**config.mk**
```make
export PLATFORM = sky130hd
export DESIGN_NAME = move_responder_flat
export DESIGN_NICKNAME = d
export VERILOG_FILES = /design/src/rtl/move_responder_if.sv /design/src/rtl/move_responder.sv /design/src/flat_wrapper.sv
export SDC_FILE = /design/constraint.sdc
export NUM_CORES = 1
export LEC_CHECK = 0
export BUFFER_PORTS_ARGS = -buffer_cell sky130_fd_sc_hd__buf_2
export CAP_MARGIN = 20
export CORE_MARGIN = 4
export CORE_UTILIZATION = 48
export DETAILED_ROUTE_END_ITERATION = 12
export GPL_TIMING_DRIVEN = 0
export PLACE_DENSITY = 0.74
export SYNTH_ARGS = -nofsm -noshare
export SYNTH_HDL_FRONTEND = slang
export SYNTH_SLANG_ARGS = --single-unit
```
**constraint.sdc**
```tcl
create_clock -name clk -period 1.67 [get_ports clk]
set_input_delay 0.167 -clock clk [delete_from_list [all_inputs] [get_ports clk]]
set_output_delay 0.167 -clock clk [all_outputs]
set_load 0.03 [all_outputs]
```
**src/rtl/move_responder_if.sv**
```systemverilog
// rtl/move_responder_if.sv - move/store request bundle between the game control FSM and the responder
interface move_responder_if;
   logic [3:0] code;
   logic       move;
   logic       store;
   logic       move_able;

   modport master (output code, output move, output store, input move_able);
   modport slave  (input code, input move, input store, output move_able);
endinterface

```
**src/rtl/move_responder.sv**
```systemverilog
// rtl/move_responder.sv - player position datapath answering FSM move/store requests
module move_responder #(
   parameter int GRID_W = 8,
   parameter int GRID_H = 8,
   parameter int XW = 3,
   parameter int YW = 3,
   parameter int START_X = 0,
   parameter int START_Y = 0,
   parameter int GOAL_X = 7,
   parameter int GOAL_Y = 7,
   parameter logic [GRID_W*GRID_H-1:0] WALL_MAP = '0,
   parameter int STEP_W = 10
) (
   input  logic              clk,
   input  logic              clr,
   move_responder_if.slave   bus,
   output logic [XW-1:0]     pos_x,
   output logic [YW-1:0]     pos_y,
   output logic [STEP_W-1:0] steps,
   output logic              win,
   output logic              bump,
   output logic              proto_err
);

   localparam int CELLS = GRID_W * GRID_H;
   localparam int IW = (CELLS > 1) ? $clog2(CELLS) : 1;

   localparam logic [3:0] CODE_U = 4'b0001;
   localparam logic [3:0] CODE_D = 4'b0010;
   localparam logic [3:0] CODE_L = 4'b0100;
   localparam logic [3:0] CODE_R = 4'b1000;

   logic [XW-1:0]     pos_x_q, pos_x_d;
   logic [YW-1:0]     pos_y_q, pos_y_d;
   logic [XW-1:0]     cand_x_q, cand_x_d;
   logic [YW-1:0]     cand_y_q, cand_y_d;
   logic              pend_q, pend_d;
   logic [STEP_W-1:0] steps_q, steps_d;
   logic              win_q, win_d;
   logic              bump_q, bump_d;
   logic              proto_err_q, proto_err_d;

   logic [XW-1:0] tgt_x;
   logic [YW-1:0] tgt_y;
   logic          in_bounds;
   logic [IW-1:0] cell_idx;
   logic          wall_hit;
   logic          able;

   // Edge tests come before the +/-1 so a move off the board never wraps.
   // Illegal codes (zero or multi-hot) fall into the default and stay out of bounds.
   always_comb begin
      tgt_x     = pos_x_q;
      tgt_y     = pos_y_q;
      in_bounds = 1'b0;
      case (bus.code)
         CODE_U: begin
            in_bounds = (pos_y_q != '0);
            tgt_y     = pos_y_q - YW'(1);
         end
         CODE_D: begin
            in_bounds = (pos_y_q != YW'(GRID_H - 1));
            tgt_y     = pos_y_q + YW'(1);
         end
         CODE_L: begin
            in_bounds = (pos_x_q != '0);
            tgt_x     = pos_x_q - XW'(1);
         end
         CODE_R: begin
            in_bounds = (pos_x_q != XW'(GRID_W - 1));
            tgt_x     = pos_x_q + XW'(1);
         end
         default: in_bounds = 1'b0;
      endcase
   end

   always_comb begin
      cell_idx = IW'(tgt_y) * IW'(GRID_W) + IW'(tgt_x);
      wall_hit = in_bounds & WALL_MAP[cell_idx];
      able     = bus.move & in_bounds & ~wall_hit & ~win_q & ~pend_q;
   end

   assign bus.move_able = able;

   always_comb begin
      pos_x_d     = pos_x_q;
      pos_y_d     = pos_y_q;
      cand_x_d    = cand_x_q;
      cand_y_d    = cand_y_q;
      pend_d      = pend_q;
      steps_d     = steps_q;
      win_d       = win_q;
      proto_err_d = proto_err_q;
      bump_d      = bus.move & ~able & ~pend_q;

      if (bus.store) begin
         if (pend_q) begin
            pos_x_d = cand_x_q;
            pos_y_d = cand_y_q;
            pend_d  = 1'b0;
            if (steps_q != '1) begin
               steps_d = steps_q + STEP_W'(1);
            end
            if (cand_x_q == XW'(GOAL_X) && cand_y_q == YW'(GOAL_Y)) begin
               win_d = 1'b1;
            end
         end else begin
            proto_err_d = 1'b1;
         end
      end

      // Candidate is captured now because code may change before store arrives.
      if (able) begin
         cand_x_d = tgt_x;
         cand_y_d = tgt_y;
         pend_d   = 1'b1;
      end
   end

   always_ff @(posedge clk or posedge clr) begin
      if (clr) begin
         pos_x_q     <= XW'(START_X);
         pos_y_q     <= YW'(START_Y);
         cand_x_q    <= '0;
         cand_y_q    <= '0;
         pend_q      <= 1'b0;
         steps_q     <= '0;
         win_q       <= 1'b0;
         bump_q      <= 1'b0;
         proto_err_q <= 1'b0;
      end else begin
         pos_x_q     <= pos_x_d;
         pos_y_q     <= pos_y_d;
         cand_x_q    <= cand_x_d;
         cand_y_q    <= cand_y_d;
         pend_q      <= pend_d;
         steps_q     <= steps_d;
         win_q       <= win_d;
         bump_q      <= bump_d;
         proto_err_q <= proto_err_d;
      end
   end

   assign pos_x     = pos_x_q;
   assign pos_y     = pos_y_q;
   assign steps     = steps_q;
   assign win       = win_q;
   assign bump      = bump_q;
   assign proto_err = proto_err_q;

endmodule

```
**src/flat_wrapper.sv**
```systemverilog
// flat-port wrapper written by rule: the top's interface ports become plain ports
module move_responder_flat 
#(
   parameter int GRID_W = 8,
   parameter int GRID_H = 8,
   parameter int XW = 3,
   parameter int YW = 3,
   parameter int START_X = 0,
   parameter int START_Y = 0,
   parameter int GOAL_X = 7,
   parameter int GOAL_Y = 7,
   parameter logic [GRID_W*GRID_H-1:0] WALL_MAP = '0,
   parameter int STEP_W = 10
)
  (clk, clr, pos_x, pos_y, steps, win, bump, proto_err, bus_code, bus_move, bus_store, bus_move_able);
  move_responder_if bus_i ();
  input  logic clk;
  input  logic clr;
  output logic [XW-1:0] pos_x;
  output logic [YW-1:0] pos_y;
  output logic [STEP_W-1:0] steps;
  output logic win;
  output logic bump;
  output logic proto_err;
  input wire logic [$bits(bus_i.code)-1:0] bus_code;
  input wire logic [$bits(bus_i.move)-1:0] bus_move;
  input wire logic [$bits(bus_i.store)-1:0] bus_store;
  output wire logic [$bits(bus_i.move_able)-1:0] bus_move_able;
  assign bus_i.code = bus_code;
  assign bus_i.move = bus_move;
  assign bus_i.store = bus_store;
  assign bus_move_able = bus_i.move_able;
  move_responder #(.GRID_W(GRID_W), .GRID_H(GRID_H), .XW(XW), .YW(YW), .START_X(START_X), .START_Y(START_Y), .GOAL_X(GOAL_X), .GOAL_Y(GOAL_Y), .WALL_MAP(WALL_MAP), .STEP_W(STEP_W)) u_core (.clk(clk), .clr(clr), .bus(bus_i), .pos_x(pos_x), .pos_y(pos_y), .steps(steps), .win(win), .bump(bump), .proto_err(proto_err));
endmodule
```
==> key figures, run 1 <==
STA
  – Setup violators final: 7
  – RSZ-0062 raised after global routing: true
  – Peak Freq: ~560 MHz
  – Fin worst setup slack: -110 ps
  – Relative slew slack: between 70% and 80%
  – Slew at the pin closest to its max-slew limit: around 370 ps
  – Post-route minimum period: ~1800 ps
  – Final Skew: around 1.7 ps
  – Endpoints failing hold: 0
  – Max Slew Vio Count: 0
  – Tcrit/Tclk final: 107%
  – WHS: approximately 130 ps

Global routing
  – GRT overflow: 0
  – Largest net degree at the start of global routing: 27
  – Initial antenna violation count: 0
  – Gr usage total: 15.7%
  – Vias in the first global route: about 1000
  – First-pass GRT wire length: approximately 4500 µm

Pwr
  – Pwr per Cell Area: 1320 nW/µm²
  – Leakage Power: between 0.8 and 0.9 nW
  – Peak VDD IR: just over 0.9 mV

Placed design
  – Placed cell area: between 1500 and 2000 µm²
  – DP HPWL: between 2000 and 2500 µm
  – # port buffers: 27
  – Placed cell count: between 150 and 200
  – Pre-CTS WS: -180 ps
  – Routability cong.: slightly below 0.8

Die
  – Die W: a little over 60 µm
  – Die height: around 62 µm
  – Site Rows: 19
  – Die area: between 3000 and 4000 µm²
  – Initial Util: between 50% and 60%
  – Core Area: between 2000 and 3000 µm²
  – Number of I/O pins: 28

Synth
  – Ys Warns: 0
  – Synth cell types: 32
  – Netlist Area Pre-Place: about 1400 µm²
  – Top post-synthesis cells by area: dfrtp_1 (46%), mux2_2 (10%), mux2_4 (6.4%)
  – Register area share after synthesis: approximately 46%
  – Post-Syn Area per Cell: 11.9 µm²
  – Synth area leader: dfrtp_1
  – Post-synth top cells: dfrtp_1 (26), mux2_2 (13), nand2_1 (8), nand3_1 (8), xnor2_1 (7)
  – Count leader, synth: dfrtp_1
  – Top cell type's share of synthesized area: a little under half
  – Ys flop type: dfrtp_1
  – Synth Net Count: around 130
  – Async set or reset register ratio after synthesis: 100%
  – Synth Register Bits: 26
  – Number of synthesized flops with an enable pin: 0
  – Post-Synthesis Cells: between 100 and 150

Layout
  – Final core utilization: 63.1%
  – Antenna fix cells: 0
  – Area of the multi-input gates: between 700 and 800 µm²
  – FILL cells: between 200 and 250
  – Non-Filler Instances: ~190
  – Final nets: 170
  – Share of cells above drive strength 1: 49.4%
  – P&R area growth vs syn: 25.0%
  – Register area: 657 µm²
  – Fin area: about 1800 µm²

Critical path
  – Data arrival, critical path: between 1500 and 2000 ps
  – Critical path type: reg2out
  – Reg2Reg Depth: 6
  – Reg-to-Reg End: u_core.cand_y_q[2]$_DFFE_PP0P_
  – Worst path cell trace: or3_1, a22oi_2, o22ai_4, buf_6
  – Crit-path max FO: 4
  – Critical Path Start Type: flip-flop
  – R2R Path Start: u_core.pos_y[0]$_DFFE_PP0P_
  – WP data required: about 1500 ps
  – Crit. End Element: primary output
  – Slowest CP cell: dfrtp_2
  – R2r setup slk: -60 ps
  – Top delay family on crit path: flip-flops
  – Buf/Inv on CP: 1
  – CP max stage delay: ~460 ps

Clock network
  – Clock sink count: 26
  – Cts bufs inserted: 3
  – H-tree depth: 1
  – Reg clk slew, reported paths: 130 ps
  – Clock Root Buffer: clkbuf_4
  – CTS Buffer Depth: 2
  – CTS tree: yes
  – Skew-Pair Late Insertion Delay: around 310 ps

Min path
  – Hold path depth: 2
  – Hold Path End: u_core.bump$_DFF_PP0_
  – Hold path start: bus_move
  – Min-delay worst type: in2reg

Drt
  – Vias per cell: between 5 and 6
  – Drt first pass iters: 4
  – Vias: just over 1000
  – Drt wl/cell: between 10 and 15 µm
  – Drt initial violations: 61
  – # DRC: 0
  – Routed Antenna Nets: 0
  – Drt total wl: 2790 µm

Job
  – MaxCap Viol Count: 0

Outcome
  – Violated checks: negative setup slack
  – Status: complete, but fails checks
==> per-stage QoR <==
stage               power (mW)  setup TNS, ps
floorplan                 1.61           -415
global placement          1.81           -434
detailed placement        1.86           -658
CTS                       2.23           -816
global route              2.48           -770
finish                    2.31           -355
==> cells by family after synthesis <==
logic type | count (synthesis) | synth area share, %
DFF | 26 | 46.3
and+or+nand+nor | 46 | 19.5
xor gates and xnor gates | 8 | 4.99
muxes | 19 | 16.8
buffers and inverters | 5 | 1.52
adders and majority gates | 3 | 3.74
AOI/OAI and AO/OA | 11 | 7.04
==> registers in the layout, indices dropped and copies added, names as in the netlist <==
signal	flops
u_core.bump	1
u_core.pend_q	1
u_core.pos_y	3
u_core.cand_x_q	3
u_core.pos_x	3
u_core.proto_err	1
u_core.win	1
u_core.steps	10
u_core.cand_y_q	3
==> final cells by class <==
class                   count  area share [%]
repair buffers             37            13.8
clock buffers               4            2.07
well taps                  31            2.21
inverters                   3           0.641
plain buffers               1           0.285
multi-input cells          87            43.5
flip-flops and latches     26            37.4
==> layer usage <==
layer | wire [µm] | vias up | share of wire, % | GRT usage (%)
met1 | 1200 | 504 | 43 | 19.4
met2 | 1460 | 22 | 52 | 28.8
met5 | 0 | - | 0 | 0
met4 | 27 | 0 | 0.97 | 4.55
li1 | - | 506 | - | -
met3 | 98 | 2 | 3.5 | 1.24
==> power by group <==
part / switching, mW / total [mW] / leakage, nW / internal, mW
clock: 0.175 / 0.308 / 0.0210 / 0.133
sequential: 0.180 / 0.972 / 0.337 / 0.792
combinational: 0.524 / 1.03 / 0.502 / 0.507
total: 0.880 / 2.31 / 0.860 / 1.43
==> how the worst max path moves through the flow <==
stage                                           start                             end  slack [ps]  depth (start not counted)
after floorplan           u_core.pos_y[0]$_DFFE_PP0P_  u_core.cand_x_q[0]$_DFFE_PP0P_         -70                          4
after global placement                    bus_code[2]  u_core.cand_y_q[2]$_DFFE_PP0P_        -130                          8
after detailed placement                  bus_code[2]  u_core.cand_y_q[2]$_DFFE_PP0P_        -180                          8
after CTS                 u_core.pos_y[1]$_DFFE_PP0P_                   bus_move_able        -130                          4
after global routing      u_core.pos_y[1]$_DFFE_PP0P_                   bus_move_able        -190                          4
final                     u_core.pos_x[0]$_DFFE_PP0P_                   bus_move_able        -110                          4
==> placed cells by master, fill, tap and decap left out, types with 2 or more instances in the layout <==
master and n:
fa_2 2, nand2b_1 2, o21ai_0 2, and4_1 2, clkbuf_4 3, nor3b_2 3, dfrtp_1 21, nand3_1 8
and2b_1 2, and3b_1 2, or3_1 2, and2_1 3, inv_1 3, mux2_4 6, xnor2_1 7, mux2_2 13
nand2_1 7, dfrtp_2 5, buf_2 27, nor2_1 4, buf_4 7, nand4_1 5, a22oi_2 2, buf_6 2
==> what timing repair did <==
item,in CTS,in global routing
pin swaps,3,2
gates resized for setup,2,12
hold endpoints to repair,0,26
setup endpoints to repair,7,9
buffers inserted,5,3
hold buffers,0,1
No activity file was read; power rests on OpenSTA's default activity.
==> run 2: changes to the inputs <==
--- a/config.mk
+++ b/config.mk
@@ -5,13 +5,13 @@
 export SDC_FILE = /design/constraint.sdc
 export NUM_CORES = 1
 export LEC_CHECK = 0
-export BUFFER_PORTS_ARGS = -buffer_cell sky130_fd_sc_hd__buf_2
-export CAP_MARGIN = 20
+export CAP_MARGIN = 5
 export CORE_MARGIN = 4
-export CORE_UTILIZATION = 48
+export CORE_UTILIZATION = 50
 export DETAILED_ROUTE_END_ITERATION = 12
+export DONT_BUFFER_PORTS = 1
 export GPL_TIMING_DRIVEN = 0
-export PLACE_DENSITY = 0.74
+export PLACE_DENSITY = 0.68
 export SYNTH_ARGS = -nofsm -noshare
 export SYNTH_HDL_FRONTEND = slang
 export SYNTH_SLANG_ARGS = --single-unit
==> key figures, run 2 (same netlist as run 1, synthesis figures left out) <==
Critical path
  – Critical Path Start Type: flip-flop
  – Data arrival, critical path: around 1700 ps
  – WP data required: ~1500 ps
  – Crit. End Element: primary output
  – Critical path type: reg2out
  – Crit-path max FO: 5

Placed design
  – Routability cong.: about 0.78
  – Placed cell count: roughly 150
  – DP HPWL: a little under 2000 µm
  – Pre-CTS WS: -241 ps
  – # port buffers: 0

Clock network
  – Clock Root Buffer: clkbuf_4
  – CTS Buffer Depth: 2
  – Clock sink count: 26
  – CTS tree: yes
  – Cts bufs inserted: 3
  – Skew-Pair Late Insertion Delay: around 320 ps
  – Reg clk slew, reported paths: ~140 ps
  – H-tree depth: 1

Die
  – Die height: between 60 and 70 µm
  – Site Rows: 18
  – Die area: between 3000 and 4000 µm²
  – Core Area: roughly 2600 µm²
  – Number of I/O pins: 28
  – Die W: roughly 61 µm
  – Initial Util: between 50% and 60%

STA
  – Fin worst setup slack: -233 ps
  – Max Slew Vio Count: 0
  – Slew at the pin closest to its max-slew limit: around 940 ps
  – Endpoints failing hold: 0
  – Peak Freq: around 530 MHz
  – Relative slew slack: roughly 37%
  – WHS: 115 ps
  – Final Skew: 10.6 ps
  – Setup violators final: 9
  – Post-route minimum period: ~1900 ps
  – RSZ-0062 raised after global routing: true
  – Tcrit/Tclk final: 114%

Global routing
  – Gr usage total: 16.9%
  – First-pass GRT wire length: around 4700 µm
  – GRT overflow: 0
  – Initial antenna violation count: 0
  – Vias in the first global route: between 1000 and 1500
  – Largest net degree at the start of global routing: 27

Drt
  – Drt wl/cell: between 15 and 20 µm
  – Drt total wl: 2700 µm
  – Routed Antenna Nets: 0
  – Vias: a little under 1000
  – # DRC: 0
  – Drt first pass iters: 4
  – Vias per cell: between 6 and 7
  – Drt initial violations: 43

Pwr
  – Pwr per Cell Area: 1350 nW/µm²
  – Int Pwr: approximately 1.3 mW
  – Leakage Power: just under 0.7 nW
  – Net Switching: approximately 850 µW
  – Combinational share of power: 27.6%
  – Share of power burned in registers: between 50% and 60%
  – Switching portion of total power: about two fifths
  – Clock Power Share: about 14%
  – Peak VDD IR: slightly below 0.8 mV

Layout
  – Largest register FFs: 10
  – Antenna fix cells: 0
  – Share of cells above drive strength 1: 42.2%
  – P&R area growth vs syn: 13.2%
  – Final nets: 140
  – Non-Filler Instances: 158
  – Most frequent cells in the layout: mux2_2 (13), dfrtp_1 (13), dfrtp_2 (13)

Min path
  – Min-delay worst type: in2reg

Outcome
  – Status: complete, but fails checks
  – Violated checks: negative setup slack

Job
  – MaxCap Viol Count: 0
run 2: cell types whose count changed in the layout (fill, tap and decap cells not counted), moves of 2 or more:
cell,before,now
dfrtp_1,21,13
buf_2,27,2
dfrtp_2,5,13
nor3b_1,0,2
buf_6,2,0
nor3b_2,3,1
dlygate4sd3_1,1,3
buf_4,7,2
run 2: through the flow:
stage                     util [%]  cell area (µm²)  setup TNS [ps]  power (mW)
after detailed placement      56.3             1450           -1710        1.75
after floorplan                  -             1410            -415        1.61
after global placement        56.3             1450           -1360        1.72
after CTS                     60.6             1560           -1710        2.11
final                         61.9             1590           -1620        2.15
after global routing          61.9             1590           -1930        2.29
run 2: final timing paths:
path / end / cells past startpoint / startpoint / slack, ps
hold / removal: u_core.pos_x[2]$_DFFE_PP0P_ / 2 / bus_store / 110
min in group asynchronous: u_core.pos_x[2]$_DFFE_PP0P_ / 2 / clr / 480
hold reg to reg: u_core.pos_x[2]$_DFFE_PP0P_ / 1 / u_core.cand_x_q[2]$_DFFE_PP0P_ / 540
setup reg to reg: u_core.cand_y_q[1]$_DFFE_PP0P_ / 5 / u_core.pos_y[2]$_DFFE_PP0P_ / -230
max in group asynchronous: u_core.steps[7]$_DFFE_PP0P_ / 2 / clr / 540
setup / recovery: bus_move_able / 3 / u_core.pos_y[2]$_DFFE_PP0P_ / -230
run 2: metal layers:
layer	global-route usage [%]	wire, µm
met5	0	0
met1	19.4	1120
met4	8.05	44
met2	29.6	1380
met3	3.83	161
run 2: worst max-delay path, stage by stage, from the launching register on:
cell	delay, ps
dfrtp_2	530
or3_4	420
a22oi_2	250
o22ai_4	210
run 2: power groups by stage:
stage / combinational (mW) / sequential (mW) / clock (mW)
after CTS: 0.555 / 1.23 / 0.321
after global placement: 0.493 / 1.23 / 0
after detailed placement: 0.513 / 1.23 / 0
final: 0.592 / 1.25 / 0.312
after floorplan: 0.447 / 1.17 / 0
after global routing: 0.657 / 1.29 / 0.351
run 2: layout make-up:
class | count | area [µm²]
buffer | 2 | 10.0
clock buffer | 4 | 36.3
fill | 214 | 978
inverter | 3 | 11.3
multi-input combinational | 88 | 782
sequential | 26 | 667
tap | 30 | 37.5
timing repair buffer | 5 | 45.0
run 2: timing repair:
item	4_1_cts	5_1_grt
setup endpoints to repair	12	11
setup buffers	2	0
hold buffers	3	0
cloned	1	0
pin swaps	4	5
hold endpoints to repair	28	0
resized for setup	9	10
